### src/rtl/rr_arbiter_8_if.sv
// Requester-side bus of the 8-way round-robin arbiter.
// The master side drives req. The slave side (the arbiter) drives the grant outputs and the FSM state view.
interface rr_arbiter_8_if;
  logic [7:0] req;
  logic [7:0] grant;
  logic [2:0] grant_idx;
  logic       grant_valid;
  logic       preempt;
  logic [1:0] fsm_state;

  modport master (
    output req,
    input  grant, grant_idx, grant_valid, preempt, fsm_state
  );

  modport slave (
    input  req,
    output grant, grant_idx, grant_valid, preempt, fsm_state
  );
endinterface

### src/rtl/rr_arbiter_8.sv
// Round-robin arbiter for 8 requesters with a registered one-hot grant and an encoded index.
// A grant is held while its requester keeps req high. It can be preempted after MAX_HOLD cycles.
module rr_arbiter_8 #(
  parameter int MAX_HOLD = 16,
  parameter int HOLD_W   = 5
) (
  input logic          clk,
  input logic          rst,
  rr_arbiter_8_if.slave bus
);

  typedef enum logic [1:0] {
    IDLE = 2'd0,
    BUSY = 2'd1,
    GAP  = 2'd2
  } state_t;

  // With MAX_HOLD == 0 the counter saturates at all-ones and never preempts.
  localparam logic [HOLD_W-1:0] HOLD_LAST =
    (MAX_HOLD == 0) ? {HOLD_W{1'b1}} : HOLD_W'(MAX_HOLD - 1);

  state_t            state, state_n;
  logic [2:0]        ptr, ptr_n;
  logic [HOLD_W-1:0] hold_cnt, hold_n;
  logic [7:0]        grant, grant_n;
  logic [2:0]        grant_idx, idx_n;
  logic              preempt, preempt_n;

  logic              pick_found;
  logic [2:0]        pick_idx;
  logic [2:0]        cand;

  // Rotating priority search: the first set bit at or after ptr, wrapping modulo 8.
  always_comb begin
    pick_found = 1'b0;
    pick_idx   = '0;
    cand       = '0;
    for (int i = 0; i < 8; i++) begin
      cand = ptr + 3'(i);
      if (!pick_found && bus.req[cand]) begin
        pick_found = 1'b1;
        pick_idx   = cand;
      end
    end
  end

  always_comb begin
    state_n   = state;
    ptr_n     = ptr;
    hold_n    = hold_cnt;
    grant_n   = grant;
    idx_n     = grant_idx;
    preempt_n = 1'b0;
    case (state)
      IDLE, GAP: begin
        grant_n = '0;
        idx_n   = '0;
        hold_n  = '0;
        state_n = IDLE;
        if (pick_found) begin
          grant_n = 8'(1) << pick_idx;
          idx_n   = pick_idx;
          state_n = BUSY;
        end
      end
      BUSY: begin
        // Release takes priority over expiry, so a release never raises preempt.
        if (!bus.req[grant_idx]) begin
          grant_n = '0;
          idx_n   = '0;
          ptr_n   = grant_idx + 3'd1;
          state_n = GAP;
        end else if ((MAX_HOLD != 0) && (hold_cnt == HOLD_LAST) &&
                     (|(bus.req & ~grant))) begin
          grant_n   = '0;
          idx_n     = '0;
          preempt_n = 1'b1;
          ptr_n     = grant_idx + 3'd1;
          state_n   = GAP;
        end else if (hold_cnt != HOLD_LAST) begin
          hold_n = hold_cnt + HOLD_W'(1);
        end
      end
      default: begin
        state_n = IDLE;
        grant_n = '0;
        idx_n   = '0;
        hold_n  = '0;
      end
    endcase
  end

  always_ff @(posedge clk or posedge rst) begin
    if (rst) begin
      state     <= IDLE;
      ptr       <= '0;
      hold_cnt  <= '0;
      grant     <= '0;
      grant_idx <= '0;
      preempt   <= 1'b0;
    end else begin
      state     <= state_n;
      ptr       <= ptr_n;
      hold_cnt  <= hold_n;
      grant     <= grant_n;
      grant_idx <= idx_n;
      preempt   <= preempt_n;
    end
  end

  assign bus.grant       = grant;
  assign bus.grant_idx   = grant_idx;
  assign bus.grant_valid = |grant;
  assign bus.preempt     = preempt;
  assign bus.fsm_state   = state;

endmodule
### src/flat_wrapper.sv
// flat-port wrapper written by rule: the top's interface ports become plain ports
module rr_arbiter_8_flat 
#(
  parameter int MAX_HOLD = 16,
  parameter int HOLD_W   = 5
)
  (clk, rst, bus_req, bus_grant, bus_grant_idx, bus_grant_valid, bus_preempt, bus_fsm_state);
  rr_arbiter_8_if bus_i ();
  input logic clk;
  input logic rst;
  input wire logic [$bits(bus_i.req)-1:0] bus_req;
  output wire logic [$bits(bus_i.grant)-1:0] bus_grant;
  output wire logic [$bits(bus_i.grant_idx)-1:0] bus_grant_idx;
  output wire logic [$bits(bus_i.grant_valid)-1:0] bus_grant_valid;
  output wire logic [$bits(bus_i.preempt)-1:0] bus_preempt;
  output wire logic [$bits(bus_i.fsm_state)-1:0] bus_fsm_state;
  assign bus_i.req = bus_req;
  assign bus_grant = bus_i.grant;
  assign bus_grant_idx = bus_i.grant_idx;
  assign bus_grant_valid = bus_i.grant_valid;
  assign bus_preempt = bus_i.preempt;
  assign bus_fsm_state = bus_i.fsm_state;
  rr_arbiter_8 #(.MAX_HOLD(MAX_HOLD), .HOLD_W(HOLD_W)) u_core (.clk(clk), .rst(rst), .bus(bus_i));
endmodule
### config.mk
export PLATFORM = sky130hd
export DESIGN_NAME = rr_arbiter_8_flat
export DESIGN_NICKNAME = d
export VERILOG_FILES = /design/src/rtl/rr_arbiter_8_if.sv /design/src/rtl/rr_arbiter_8.sv /design/src/flat_wrapper.sv
export SDC_FILE = /design/constraint.sdc
export NUM_CORES = 1
export LEC_CHECK = 0
export ABC_AREA = 1
export CORE_MARGIN = 10
export CORE_UTILIZATION = 56
export CTS_BUF_LIST = sky130_fd_sc_hd__clkbuf_4
export CTS_CLUSTER_SIZE = 10
export DETAILED_ROUTE_END_ITERATION = 12
export PLACE_DENSITY = 0.81
export SLEW_MARGIN = 5
export SYNTH_ARGS = -nofsm -noshare
export SYNTH_HDL_FRONTEND = slang
export SYNTH_SLANG_ARGS = --single-unit
### constraint.sdc
create_clock -name clk -period 7.65 [get_ports clk]
set_clock_uncertainty 0.2 [all_clocks]
set_input_delay 0.765 -clock clk [delete_from_list [all_inputs] [get_ports clk]]
set_output_delay 0.765 -clock clk [all_outputs]
set_load 0.03 [all_outputs]
# Word level (Yosys, flattened, before mapping)
# Cells that the tools add are included.
# Widths: inputs -> output; s select.
# word_totals
wordCells	112
input_bits	10
ff_bits	22
out_inout_bits	15
# classes
n_reduce_logical	21
bitwise	2
addsub	9
muxes	55
eq_ne	9
shift	1
n_lt_le_gt_ge	9
# ops
op	n
$mux 3	13
$lt 3x4->1 const B	9
$bmux 1 s3	9
$mux 8	3
$mux 1	21
$mux 5	4
$pmux 8 s2	1
$reduce_or 8->1	2
$add 3x3->3 const B	4
$and 8x8->8	1
$logic_and 1x1->1	8
$not 8->8	1
$shl 1x3->8 const A	1
$logic_not 1->1	7
$add 3x1->3 const B	2
$add 3x2->3 const B	2
$pmux 3 s2	1
$add 5x1->5 const B	1
$eq 5x4->1 const B	1
$ne 5x4->1 const B	1
$mux 2	2
$ne 2x1->1 const B	2
$ne 2x2->1 const B	2
$pmux 2 s2	1
other kinds (7)	7

# Logic depth before layout (Yosys ltp)
# logic_depth
ltp_word	27
ltp_mapped	19
mapped_depth_nobuf	18

# Worst setup path before layout
# Ideal clock, no wire load.
# synth_timing
path_kind	register -> register
start	register u_core.ptr[0]
end	register u_core.grant[2] (netlist: u_core.bus.grant[2])
period_less_slack_ns	2.493
arrival_ns	2.228
required_time_ns	7.385
path_slack_ns	5.157
path_stages_with_launch	17
path_buffers	1
path_cell_list	dfrtp_1 > inv_2 > buf_6 > ha_1 > inv_2 > nand3_2 > nand3_1 > nand2_1 > nor2_4 > nand4_2 > nor2_4 > nand3_2 > nand2_1 > nand2_1 > nor2_2 > nand3_1 > nand2_1
# synth_between
elab_chain_cells	27
# synth_lines
element	line	rtl
from (decl)	rr_arbiter_8.sv:23	logic [2:0] ptr, ptr_n;
from (signal assigned)	rr_arbiter_8.sv:103	ptr <= ptr_n;
parallel branches: the longest is 25 deep, another holds $add 3x1->3	-	
$mux 8 (*)	rr_arbiter_8.sv:60	if (pick_found) begin
$pmux 8 s2 (*)	rr_arbiter_8.sv:54	case (state)
to (signal assigned)	rr_arbiter_8.sv:105	grant <= grant_n;
to (decl)	rr_arbiter_8.sv:25	logic [7:0] grant, grant_n;
# Mark *: on every way between the ends. The select of a mux whose other input is x is not followed.
# A chain may end at the register's enable or synchronous reset.

# Worst setup path in the final report
# layout_timing
start	register u_core.ptr[0]
end	register u_core.grant[6] (netlist: u_core.bus.grant[6])
# The elaborated chain is that of the path after synthesis.

==> flow_metrics.env <==
export IMPL_outcome="finished clean"
export IMPL_fin_crit_ps=3240
export IMPL_final_instance_count_excl_fill=339
export IMPL_cts_buffers_inserted=3
export IMPL_crit_path_end_kind="flip-flop"
export IMPL_clockBufferDepth=2
export IMPL_port_buffers=24
export IMPL_yosys_warnings=0
export IMPL_synth_nets=285
export IMPL_yosysTopAreaCell="sky130_fd_sc_hd__dfrtp_1"
export IMPL_dp_cells=335
export IMPL_post_synth_num_cell_types=33
export IMPL_cts_tree="yes"
export IMPL_remaining_antenna_violation_count_after_routing=0
export IMPL_top_level_ports=25
export IMPL_worst_skew_pair_late_latency_ps=310
export IMPL_die_h_um=76.5
export IMPL_critical_path_class="reg -> reg"
export IMPL_synth_yosys_seq_area_share=0.307
export IMPL_yosys_area_top_type_share=0.307
export IMPL_1st_pass_router_iterations=5
export IMPL_synth_edf_count=0
export IMPL_clock_sinks=22
export IMPL_fraction_of_synthesis_flops_using_an_asynchronous_set_or_reset_pin=1.00
export IMPL_drive_gt1_frac=0.0881
export IMPL_core_area_mm2=0.00305
export IMPL_post_synth_inst_count=270
export IMPL_floorplan_die_area_mm2=0.00586
export IMPL_synth_seq_cells=22
export IMPL_setup_violation_total_in_the_final_timing_report=0
export IMPL_route_vias_total=1924
export IMPL_via_per_inst=5.68
export IMPL_drt_wl_total_um=4860
export IMPL_critical_path_arrival_ps=3300
export IMPL_layout_cells_most_common_list="sky130_fd_sc_hd__nand2_1, sky130_fd_sc_hd__nand3_1, sky130_fd_sc_hd__inv_1"
export IMPL_drtIter0Drc=204
export IMPL_measured_slew_at_the_worst_slew_check_pin_ps=817
export IMPL_hold_worst_slack_ps=329
export IMPL_layout_commonest_cell="sky130_fd_sc_hd__nand2_1"
export IMPL_cts_hold_buffers_added=0
export IMPL_grt_total_usage=0.167
export IMPL_flow_area_growth_from_synthesis_pct=18.1
export IMPL_maxCapViolCount=0
export IMPL_buffer_cell_driving_the_clock_tree_root="sky130_fd_sc_hd__clkbuf_4"
export IMPL_post_cts_resize_count=0
export IMPL_synth_area_top_cells="sky130_fd_sc_hd__dfrtp_1, sky130_fd_sc_hd__nand2_1, sky130_fd_sc_hd__nand3_1"
export IMPL_preCtsSetupSlack_ps=4480
export IMPL_cp_start_kind="flip-flop"
export IMPL_post_cts_repair_setup_buffers=0
export IMPL_worst_hold_startpoint="u_core.hold_cnt[4]"
export IMPL_post_dp_hpwl_um=3820
export IMPL_worstSetupStartpoint="u_core.ptr[0]"
export IMPL_crit_path_max_fanout=14
export IMPL_initial_core_utilization=0.586
export IMPL_worstHoldPathType="reg -> reg"
export IMPL_nets=311
export IMPL_route_detailed_wl_per_inst_um=14.3
export IMPL_worst_r2r_startpoint="u_core.ptr[0]"
export IMPL_grt_pass1_wl_um=8430
export IMPL_num_rows=20
export IMPL_setup_repair_after_global_routing_missed_its_margin="false"
export IMPL_final_max_slew_viol_count=0
export IMPL_ctsHtreeMaxLevel=1
export IMPL_hold_viol=0
export IMPL_gp_congestion=0.998
export IMPL_critPathRequiredTime_ps=7710
export IMPL_max_freq_ghz=0.309
export IMPL_grt_overflow_total=0
export IMPL_postSynthAreaPerCell_um2=6.63
export IMPL_yosys_most_used_dff="sky130_fd_sc_hd__dfrtp_1"
export IMPL_antenna_found_initial=0
export IMPL_post_synth_instance_area_mm2=0.00179
export IMPL_first_global_vias=1915
export IMPL_setup_slack_ps=4410
export IMPL_count_of_unresolved_drc_violations_after_routing=0
export IMPL_timing_final_crit_share=0.423
export IMPL_clock_transition_time_at_the_flip_flop_clock_pins_of_the_worst_setup_and_hold_paths_ps=120
export IMPL_totalNegativeSetupSlack_ps=0
export IMPL_diodes=0
export IMPL_grt_max_degree=23
export IMPL_relSlewSlack=0.455
export IMPL_die_w_um=76.5
[kinds of logic (layout without fill, tap and decap cells)]
family	count (synthesis)	count (layout)	synth area share
xor+xnor	5	5	0.0287
buf+inv	41	66	0.0929
simple gates	163	163	0.423
flops	22	22	0.307
fa+ha+maj	5	5	0.0349
compound gates	34	34	0.113
[cell usage after synthesis, types with 4 or more instances]
master                    number
sky130_fd_sc_hd__a21oi_1       8
sky130_fd_sc_hd__dfrtp_1      22
sky130_fd_sc_hd__ha_1          5
sky130_fd_sc_hd__inv_1        32
sky130_fd_sc_hd__inv_2         5
sky130_fd_sc_hd__nand2_1      71
sky130_fd_sc_hd__nand3_1      41
sky130_fd_sc_hd__nand3_2       4
sky130_fd_sc_hd__nand4_1       8
sky130_fd_sc_hd__nor2_1       22
sky130_fd_sc_hd__nor3_1        7
sky130_fd_sc_hd__o21ai_0      12
sky130_fd_sc_hd__o22ai_1       4
[registers in the layout, summed over array words and instances (netlist names)]
name	flops
u_core.bus.preempt	1
u_core.bus.grant_idx	3
u_core.ptr	3
u_core.hold_cnt	5
u_core.bus.grant	8
u_core.bus.fsm_state	2
[worst max-delay path: stages (launching register included)]
cell,delay (ps)
sky130_fd_sc_hd__dfrtp_1,630
sky130_fd_sc_hd__inv_2,220
sky130_fd_sc_hd__ha_1,480
sky130_fd_sc_hd__inv_2,120
sky130_fd_sc_hd__nand3_1,130
sky130_fd_sc_hd__nand2_1,90
sky130_fd_sc_hd__nand2_1,60
sky130_fd_sc_hd__nand2_1,120
sky130_fd_sc_hd__nor2_1,170
sky130_fd_sc_hd__nand2_1,70
sky130_fd_sc_hd__nand2_1,80
sky130_fd_sc_hd__nand3_1,70
sky130_fd_sc_hd__nor2_1,140
sky130_fd_sc_hd__nand3_1,90
sky130_fd_sc_hd__nor2_1,300
sky130_fd_sc_hd__nand3_1,150
sky130_fd_sc_hd__nand2_1,70
[final timing paths]
path,slack [ps],to,cells after the start
worst max-delay path,4410,u_core.bus.grant[6],16
worst min-delay path,330,u_core.hold_cnt[4],2
min in group asynchronous,700,u_core.bus.grant[3],2
worst max register to register,4410,u_core.bus.grant[6],16
max in group asynchronous,6050,u_core.bus.fsm_state[1],2
worst min register to register,330,u_core.hold_cnt[4],2
[per-layer routing]
| metal | share of wire | vias to the layer above | GRT usage |
|---|---|---|---|
| met1 | 0.43 | 858 | 0.205 |
| met5 | 0 | - | 0 |
| li1 | - | 948 | - |
| met4 | 0.033 | 0 | 0.0799 |
| met3 | 0.074 | 21 | 0.0389 |
| met2 | 0.46 | 97 | 0.269 |
[stage by stage]
stage	area [um^2]	util
after floorplan	1790	-
after global placement	2060	0.675
after detailed placement	2060	0.675
after CTS	2110	0.693
after global routing	2110	0.693
final	2110	0.693
[final cells by class]
class	instances	area [um^2]
Timing Repair Buffer	24	240
Fill cell	299	938
Sequential cell	22	551
Clock buffer	3	22.5
Inverter	38	143
Tap cell	44	55.1
Multi-Input combinational cell	207	1070
Clock inverter	1	30.0
Power is not shown: default switching activity piles up to over one toggle a cycle in this logic, so the estimate is an artifact.
